===== src/rtl/seg_scan_capture.sv =====
// seg_scan_capture
//
// Purpose:
//   Watches a multiplexed 4-digit 7-segment display bus and rebuilds the
//   16-bit hex value on it. The bus is active-low for both anodes and
//   segments. A digit is accepted only after its anode and segment
//   pattern have held steady for STABLE_CNT samples. A new value is
//   published once all four digits have been accepted.
//
// Parameters:
//   STABLE_CNT   identical consecutive samples needed to accept a digit (>= 2)
//   TIMEOUT      cycles without an accept before value_valid drops
//
// Ports:
//   clk          in   system clock
//   rst_n        in   synchronous active-low reset
//   an_in  [3:0] in   anode lines, active-low, one-hot-low digit select
//   seg_in [7:0] in   segment lines, active-low, [6:0]=g..a, [7]=dp
//   value [15:0] out  captured value, digit i -> value[4i+3:4i]
//   dp     [3:0] out  captured decimal points, active-high
//   bad_digit[3:0] out  digit had an undecodable pattern in the last frame
//   value_valid  out  value holds a complete, non-stale frame
//   update       out  one-cycle pulse when value/dp/bad_digit load
//   changed      out  one-cycle pulse with update when the value differs
//   multi_err    out  sticky, more than one anode was seen low
module seg_scan_capture #(
  parameter int STABLE_CNT = 1024,
  parameter int TIMEOUT    = 2097152
) (
  input  logic        clk,
  input  logic        rst_n,
  input  logic [3:0]  an_in,
  input  logic [7:0]  seg_in,
  output logic [15:0] value,
  output logic [3:0]  dp,
  output logic [3:0]  bad_digit,
  output logic        value_valid,
  output logic        update,
  output logic        changed,
  output logic        multi_err
);

  localparam int SW = $clog2(STABLE_CNT + 1);
  localparam int TW = $clog2(TIMEOUT);

  localparam logic [SW-1:0] STAB_MAX = SW'(STABLE_CNT);
  // An accept fires on the edge that moves stab_cnt to STABLE_CNT-1.
  // At that point STABLE_CNT identical samples have been seen.
  localparam logic [SW-1:0] STAB_ACC = SW'(STABLE_CNT - 2);
  localparam logic [TW-1:0] TMO_MAX  = TW'(TIMEOUT - 1);
  localparam logic [TW-1:0] TMO_HIT  = TW'(TIMEOUT - 2);

  // Synchroniser stages, plus the previous synchronised sample for stability checking
  logic [3:0]    an_s1, an_s, an_p;
  logic [7:0]    seg_s1, seg_s, seg_p;

  logic [SW-1:0] stab_cnt;
  logic [TW-1:0] tmo_cnt;
  logic [3:0]    seen, seen_next;
  logic [15:0]   shadow;
  logic [3:0]    shad_dp;
  logic [3:0]    shad_bad;

  logic [1:0]    idx;
  logic          idx_valid;
  logic          multi;
  logic          same;
  logic          accept;
  logic          frame_done;
  logic          tmo_hit;
  logic [4:0]    dec;

  // Returns {bad, nibble}; bad is set and the nibble is 0 for unknown patterns
  function automatic logic [4:0] decode_seg(input logic [6:0] s);
    logic [4:0] r;
    case (s)
      7'h40:   r = 5'h00;
      7'h79:   r = 5'h01;
      7'h24:   r = 5'h02;
      7'h30:   r = 5'h03;
      7'h19:   r = 5'h04;
      7'h12:   r = 5'h05;
      7'h02:   r = 5'h06;
      7'h78:   r = 5'h07;
      7'h00:   r = 5'h08;
      7'h10:   r = 5'h09;
      7'h08:   r = 5'h0A;
      7'h03:   r = 5'h0B;
      7'h46:   r = 5'h0C;
      7'h21:   r = 5'h0D;
      7'h06:   r = 5'h0E;
      7'h0E:   r = 5'h0F;
      default: r = 5'h10;
    endcase
    return r;
  endfunction

  always_comb begin
    idx       = 2'd0;
    idx_valid = 1'b1;
    multi     = 1'b0;
    case (an_s)
      4'b1110: idx = 2'd0;
      4'b1101: idx = 2'd1;
      4'b1011: idx = 2'd2;
      4'b0111: idx = 2'd3;
      4'b1111: idx_valid = 1'b0;
      default: begin
        idx_valid = 1'b0;
        multi     = 1'b1;
      end
    endcase

    same       = ({an_s, seg_s} == {an_p, seg_p});
    accept     = idx_valid && same && (stab_cnt == STAB_ACC);
    frame_done = (seen == 4'b1111);
    tmo_hit    = !accept && (tmo_cnt == TMO_HIT);
    dec        = decode_seg(seg_s[6:0]);

    // Completion clears seen. An accept in the same cycle starts the next frame.
    seen_next = frame_done ? 4'b0000 : seen;
    if (accept)
      seen_next[idx] = 1'b1;
    if (tmo_hit)
      seen_next = 4'b0000;
  end

  always_ff @(posedge clk) begin
    if (!rst_n) begin
      // Synchroniser and history reset to the idle bus level (all lines high).
      // This keeps the first samples after reset from reading as a multi-anode glitch.
      an_s1       <= 4'hF;
      an_s        <= 4'hF;
      an_p        <= 4'hF;
      seg_s1      <= 8'hFF;
      seg_s       <= 8'hFF;
      seg_p       <= 8'hFF;
      stab_cnt    <= '0;
      tmo_cnt     <= '0;
      seen        <= 4'b0000;
      shadow      <= 16'h0000;
      shad_dp     <= 4'b0000;
      shad_bad    <= 4'b0000;
      value       <= 16'h0000;
      dp          <= 4'b0000;
      bad_digit   <= 4'b0000;
      value_valid <= 1'b0;
      update      <= 1'b0;
      changed     <= 1'b0;
      multi_err   <= 1'b0;
    end else begin
      an_s1  <= an_in;
      an_s   <= an_s1;
      seg_s1 <= seg_in;
      seg_s  <= seg_s1;
      an_p   <= an_s;
      seg_p  <= seg_s;

      if (multi || !same)
        stab_cnt <= '0;
      else if (stab_cnt != STAB_MAX)
        stab_cnt <= stab_cnt + 1'b1;

      if (multi)
        multi_err <= 1'b1;

      if (accept) begin
        shadow[{idx, 2'b00} +: 4] <= dec[3:0];
        shad_dp[idx]              <= ~seg_s[7];
        shad_bad[idx]             <= dec[4];
        tmo_cnt                   <= '0;
      end else if (tmo_cnt != TMO_MAX) begin
        tmo_cnt <= tmo_cnt + 1'b1;
      end

      seen <= seen_next;

      update  <= 1'b0;
      changed <= 1'b0;
      if (frame_done) begin
        value       <= shadow;
        dp          <= shad_dp;
        bad_digit   <= shad_bad;
        value_valid <= 1'b1;
        update      <= 1'b1;
        changed     <= (shadow != value) || !value_valid;
      end else if (tmo_hit) begin
        value_valid <= 1'b0;
      end
    end
  end

endmodule


===== config.mk =====
export PLATFORM = sky130hd
export DESIGN_NAME = seg_scan_capture
export DESIGN_NICKNAME = d
export VERILOG_FILES = /design/src/rtl/seg_scan_capture.sv
export SDC_FILE = /design/constraint.sdc
export NUM_CORES = 1
export LEC_CHECK = 0
export BUFFER_PORTS_ARGS = -buffer_cell sky130_fd_sc_hd__buf_2
export CAP_MARGIN = 10
export CORE_UTILIZATION = 43
export CTS_CLUSTER_SIZE = 30
export DETAILED_ROUTE_END_ITERATION = 6
export SETUP_SLACK_MARGIN = 0.15
export SYNTH_ARGS = -nofsm -noshare
export SYNTH_HDL_FRONTEND = slang
export SYNTH_SLANG_ARGS = --single-unit

===== constraint.sdc =====
create_clock -name clk -period 5.56 [get_ports clk]
set_input_delay 0.278 -clock clk [delete_from_list [all_inputs] [get_ports clk]]
set_output_delay 0.278 -clock clk [all_outputs]
set_load 0.005 [all_outputs]

==> reports/results.ini, run 1 <==
[floorplan]
io_pins=42
die-area_um2=12940
fp-row-count=40
die_h_um=113.7
chipWidth_um=113.7
start_util_pct=44.33
coreArea_um2=12110

[routing]
wl_per_cell_um=12.52
drt-vias-per-instance=5.065
drtIter0Drc=234
ant_nets=0
num_vias=4118
drc=0
route.final.wire_length_um=10180
firstDrtPassIters=5

[finish]
fillers=1156
antenna_cells=0
finalCoreUtilization_pct=51.33
drive_above_1_share_pct=12.56
nets=658
area_growth_pct=15.80

[synthesis]
synthCells=606
synth.most_common_cell=dfxtp_1
synth_top_area_share_pct=46.24
synthFlopType=dfxtp_1
yosysWarnings=0
synth_edf_count=0
yosysTopAreaCell=dfxtp_1
synth_cell_type_count=51
synth_commonest_cells=dfxtp_1, nand2_1, nand3_1
syn-num-nets=632
postSynthAreaPerCell_um2=8.860
synthArstFlopShare_pct=0
synth_area_um2=5369
yosys-top-cells-area=dfxtp_1, nand2_1, xnor2_1, nand2b_1, nand3_1
ys_seq_area_share_pct=46.24
ys_seq_elements=124

[pwr]
leakage_uw=0.002320
irDropWorstVdd_uv=220.1
power_density_nw_per_um2=336.5

[cts]
clk_path_buf_depth=2
cts.clk_slew.worst_paths_ps=50
ctsResizeCount=0
cts_setup_buffers=0
cts_buffers=17
h-tree-depth=4
cts_root_buffer=clkbuf_16
insertion_delay_ps=420
cts_tree=built
numClockSinks=124
cts_hold_buf=0

[sta]
clock_skew_ps=8.002
worst_slew_pin_slew_ps=973.4
slew_viol_final=0
hold_violations=0
finalSetupTns_ps=0
final-setup-viol-count=0
slew_headroom_pct=34.94
rsz0062_at_grt=false
fmax_ghz=0.3515
post-route-min-period_ps=2845
fin_crit_sh_pct=51.16

[critical_path]
critical_path.max_fanout=21
path_class=register to register
critPathTopFamily=simple AND/OR/NAND/NOR gates
path_cells=xnor2_1, nand4_1, nor4b_2, nand2_1, nand2_1, nor2_1
crit_path_end_kind=register
slowest_delay_ps=880
critPathLaunchType=register
crit_top_cell=nand2_1
arrival_ps=3120
cp_slowest_cell=nor4b_2
cp_data_required_time_ps=5830
cp_num_buf_inv=0

[placement]
globalplace.congestion=0.7789
portBuffers=41
place_hpwl_um=6961

[min_path]
hold_class=primary input to register

[grt]
grtUsageTotal_pct=17.33
grt_max_degree=55
grt_pass1_wl_um=17660
grt_pass1_vias=3837
antenna_found_initial=0
grt-ovfl-total=0

[status]
status=finished clean

[job]
drv_cap=0

stage by stage:
| stage | area [um2] | setup slack [ps] | hold WS, ps | instances | total power (uW) |
|---|---|---|---|---|---|
| detailed placement | 5625 | 2749 | 390.9 | 781 | 1007 |
| floorplan | 5369 | 3581 | 379.5 | 606 | 992.1 |
| CTS | 6217 | 2734 | 27.63 | 813 | 2109 |
| finish | 6217 | 2715 | 38.48 | 813 | 2092 |
| global route | 6217 | 2435 | 34.74 | 813 | 2163 |
| global placement | 5625 | 2846 | 391.4 | 781 | 1005 |
layout make-up:
| class | instances | area, um2 | area share (%) |
|---|---|---|---|
| multi-input cells | 438 | 2683 | 43.15 |
| flip-flops and latches | 124 | 2482 | 39.93 |
| inverters | 8 | 30.03 | 0.4830 |
| repair buffers | 43 | 220.2 | 3.542 |
| clock inverters | 12 | 145.1 | 2.334 |
| well taps | 168 | 210.2 | 3.381 |
| clock buffers | 20 | 446.7 | 7.185 |
cell families (layout without fill, tap and decap cells):
group                      after synthesis  count (layout)  share of synthesized area (%)
buffers and inverters                   44              83                          3.799
AOI/OAI and AO/OA                       83              83                          9.835
adders and majority gates               12              12                          2.796
DFF                                    124             124                          46.24
xor gates and xnor gates                55              55                          8.972
muxes                                    2               2                         0.3962
and+or+nand+nor                        286             286                          27.97
layout by cell type, fill, tap and decap left out, types with 3 or more instances in the layout:
cell,n
inv_1,8
dfxtp_1,124
nor2_1,39
nand4_1,20
ha_1,12
clkbuf_16,17
bufinv_16,3
xor2_1,20
clkinv_2,6
nand2b_1,38
xnor2_1,35
a21boi_0,24
o21ai_1,10
nor2b_1,4
a21oi_1,5
nand2_1,85
and3_1,11
o211ai_1,4
o21ai_0,26
nand3_2,3
nor3_1,3
nor3b_1,6
and4_1,8
and2_1,5
buf_2,41
nor4_1,4
nand3_1,47
state kept, by name, indices dropped and copies added (netlist names), 8 cells and up:
| signal | count |
|---|---|
| seg_p | 8 |
| seg_s | 8 |
| seg_s1 | 8 |
| shadow | 16 |
| stab_cnt | 11 |
| tmo_cnt | 21 |
| value | 16 |
path summary, 6_finish.rpt:
path                              from                       end  slack (ps)  cells after the start
setup reg to reg   seg_s[5]$_SDFF_PN1_  tmo_cnt[10]$_SDFFE_PP0P_        2720                      6
setup / recovery   seg_s[5]$_SDFF_PN1_  tmo_cnt[10]$_SDFFE_PP0P_        2720                      6
hold reg to reg   seg_s1[5]$_SDFF_PN1_       seg_s[5]$_SDFF_PN1_         400                      1
hold / removal                an_in[1]       an_s1[1]$_SDFF_PN1_          40                      2
layer usage:
layer	share of wire, %	wire length [um]	vias to the layer above	GRT usage, %
met2	45	4569	75	27.56
met1	49	4989	1895	21.53
li1	-	-	2126	-
met4	2.3	235	0	8.860
met5	0	0	-	0
met3	3.7	381	22	4.782
report_power, final:
part	switching, uW	internal, uW	leakage [uW]	total (uW)
registers	13.6	902	0.00101	916
logic	41.5	30.9	0.00102	72.4
clock network	392	712	0.000294	1100
worst reg2reg max path, cell delays in order, from the launching register on:
cell	delay, ps
dfxtp_1	600
xnor2_1	200
nand4_1	150
nor4b_2	880
nand2_1	190
nand2_1	560
nor2_1	120
No activity file was read; power rests on OpenSTA's default activity.
==> run 2, diff against run 1 <==
Clock period 5.56 ns to 2.8 ns, I/O delays scaled along.
==> run 2 against run 1 <==
  * Critical path depth is 1 higher
  * Power is 99% higher
  * Via count is 1.6% higher
  * First-iteration DRC count is 38% lower
  * Die area stayed put
  * Non-clock buffer count is 15 higher
  * Largest cell class unchanged
  * Hold slack better by 250 ps
  * Clock skew is 9.9 ps higher
  * Final cell count is 1.8% higher
==> reports/results.ini, run 2 (same netlist as run 1, synthesis figures left out) <==
[finish]
largest_register_ffs=21  ; unchanged
final_common_cell=dfxtp_1  ; unchanged
fillers=1139  ; was 1156
area_growth_pct=18.50  ; was 15.80%
layoutNonFillerInstCount=828  ; was 813
final_cell_area_um2=6362  ; was 6217 um2
drive_above_1_share_pct=12.58  ; was 12.56%
final_cell_mix=dfxtp_1, nand2_1, nand3_1, buf_2, nor2_1  ; unchanged
largest_register=tmo_cnt  ; unchanged
nets=673  ; was 658
antenna_cells=0  ; unchanged
reg_top3=tmo_cnt: 21 flops, shadow: 16 flops, value: 16 flops  ; unchanged

[job]
drv_cap=0  ; unchanged

[sta]
rsz0062_at_grt=false  ; unchanged
clock_skew_ps=17.94  ; was 8.002 ps
post-route-min-period_ps=2170  ; was 2845 ps
slew_viol_final=0  ; unchanged
slew_headroom_pct=41.00  ; was 34.94%
finalSetupTns_ps=0  ; unchanged
fmax_ghz=0.4608  ; was 0.3515 GHz
fin_crit_sh_pct=77.51  ; was 51.16%
hold_violations=0  ; unchanged
worst_slew_pin_slew_ps=884.9  ; was 973.4 ps
final-setup-viol-count=0  ; unchanged

[grt]
grt-ovfl-total=0  ; unchanged
antenna_found_initial=0  ; unchanged
grtUsageTotal_pct=17.60  ; was 17.33%
grt_max_degree=48  ; was 55
grt_pass1_wl_um=18060  ; was 17660 um
grt_pass1_vias=3981  ; was 3837

[critical_path]
r2r_slack_ps=630  ; was 2720 ps
path_class=register to register  ; unchanged
crit_path_end_kind=register  ; unchanged
reg2reg_depth=7  ; was 6
cp_num_buf_inv=1  ; was 0
critical_path.max_fanout=9  ; was 21
reg2reg_to=shadow[0]$_SDFFE_PN0P_  ; was tmo_cnt[10]$_SDFFE_PP0P_
critPathTopFamily=simple AND/OR/NAND/NOR gates  ; unchanged
path_cells=xor2_1, and3_1, inv_1, ha_1, nor3b_1, nand2_1, o21ai_1  ; was xnor2_1, nand4_1, nor4b_2, nand2_1, nand2_1, nor2_1
slowest_delay_ps=460  ; was 880 ps
critPathLaunchType=register  ; unchanged
rr_startpoint=an_s[1]$_SDFF_PN1_  ; was seg_s[5]$_SDFF_PN1_
cp_slowest_cell=dfxtp_1  ; was nor4b_2
cp_data_required_time_ps=3150  ; was 5830 ps
arrival_ps=2520  ; was 3120 ps

[routing]
wl_per_cell_um=12.66  ; was 12.52 um
num_vias=4185  ; was 4118
route.final.wire_length_um=10490  ; was 10180 um
drc=0  ; unchanged
drtIter0Drc=145  ; was 234
ant_nets=0  ; unchanged
drt-vias-per-instance=5.054  ; was 5.065
firstDrtPassIters=5  ; unchanged

[pwr]
power_density_nw_per_um2=655.5  ; was 336.5 nW/um2
total_power_uw=4170  ; was 2092 uW
leakage_uw=0.002370  ; was 0.002320 uW
irDropWorstVdd_uv=406.1  ; was 220.1 uV

[cts]
cts_root_buffer=clkbuf_16  ; unchanged
cts_buffers=17  ; unchanged
insertion_delay_ps=420  ; about the same
clk_path_buf_depth=2  ; unchanged
cts.clk_slew.worst_paths_ps=50  ; about the same
cts_setup_buffers=0  ; unchanged
cts_hold_buf=12  ; was 0
numClockSinks=124  ; unchanged
h-tree-depth=4  ; unchanged
cts_tree=built  ; unchanged
ctsResizeCount=0  ; unchanged

[placement]
portBuffers=41  ; unchanged
globalplace.congestion=0.7482  ; was 0.7789
place_hpwl_um=7047  ; was 6961 um
place_area_um2=5648  ; was 5625 um2
dp_cells=784  ; was 781

[floorplan]
die_h_um=113.7  ; unchanged
chipWidth_um=113.7  ; unchanged
io_pins=42  ; unchanged
die-area_um2=12940  ; unchanged
start_util_pct=44.33  ; unchanged
fp-row-count=40  ; unchanged
coreArea_um2=12110  ; unchanged

[min_path]
hold_class=primary input to register  ; unchanged
hold_path_depth=2  ; unchanged
min_from=rst_n  ; was an_in[1]
min_to=an_s1[2]$_SDFF_PN1_  ; was an_s1[1]$_SDFF_PN1_

[status]
status=finished clean  ; unchanged

==> run 2: area by class of cell <==
| class | instances | area [um2] | area share, % |
|---|---|---|---|
| Multi-Input combinational cell | 438 | 2683 | 42.16 |
| Clock inverter | 11 | 143.9 | 2.262 |
| Clock buffer | 21 | 450.4 | 7.080 |
| Timing Repair Buffer | 58 | 362.8 | 5.703 |
| Inverter | 8 | 30.03 | 0.4720 |
| Sequential cell | 124 | 2482 | 39.02 |
| Tap cell | 168 | 210.2 | 3.304 |
==> run 2: how the worst max path moves through the flow <==
stage / start / to / slack (ps) / depth (start not counted)
after global placement: an_s[3]$_SDFF_PN1_ / shadow[3]$_SDFFE_PN0P_ / 740 / 7
after CTS: an_s[1]$_SDFF_PN1_ / shadow[0]$_SDFFE_PN0P_ / 630 / 7
final: an_s[1]$_SDFF_PN1_ / shadow[0]$_SDFFE_PN0P_ / 630 / 7
after floorplan: an_s[3]$_SDFF_PN1_ / shadow[0]$_SDFFE_PN0P_ / 820 / 9
after global routing: an_s[3]$_SDFF_PN1_ / shadow[1]$_SDFFE_PN0P_ / 410 / 7
after detailed placement: an_s[1]$_SDFF_PN1_ / shadow[0]$_SDFFE_PN0P_ / 640 / 7
==> run 2: worst reg2reg max path, cell delays in order, from the launching register on <==
cell and delay, ps:
dfxtp_1 460, xor2_1 160, and3_1 350, inv_1 140, ha_1 340, nor3b_1 430
nand2_1 100, o21ai_1 130
==> run 2: metal layers <==
| metal | vias up | track usage [%] | part of all wire (%) |
|---|---|---|---|
| met2 | 64 | 29.31 | 47 |
| li1 | 2148 | - | - |
| met4 | 0 | 7.895 | 0.93 |
| met1 | 1963 | 21.72 | 49 |
| met5 | - | 0 | 0 |
| met3 | 10 | 4.038 | 3.2 |
==> run 2: stage by stage <==
step	utilization, %	setup WS, ps	hold WS [ps]
global placement	46.63	744.5	320.9
floorplan	-	820.7	241.5
finish	52.53	629.8	285.4
global route	52.53	412.1	319.0
detailed placement	46.63	638.4	323.8
CTS	52.53	628.4	280.9
==> run 2: report_power, final <==
part / switching [uW] / internal, uW / total, uW
combinational: 84.4 / 76.0 / 160
clock: 774 / 1420 / 2190
sequential: 26.9 / 1790 / 1820
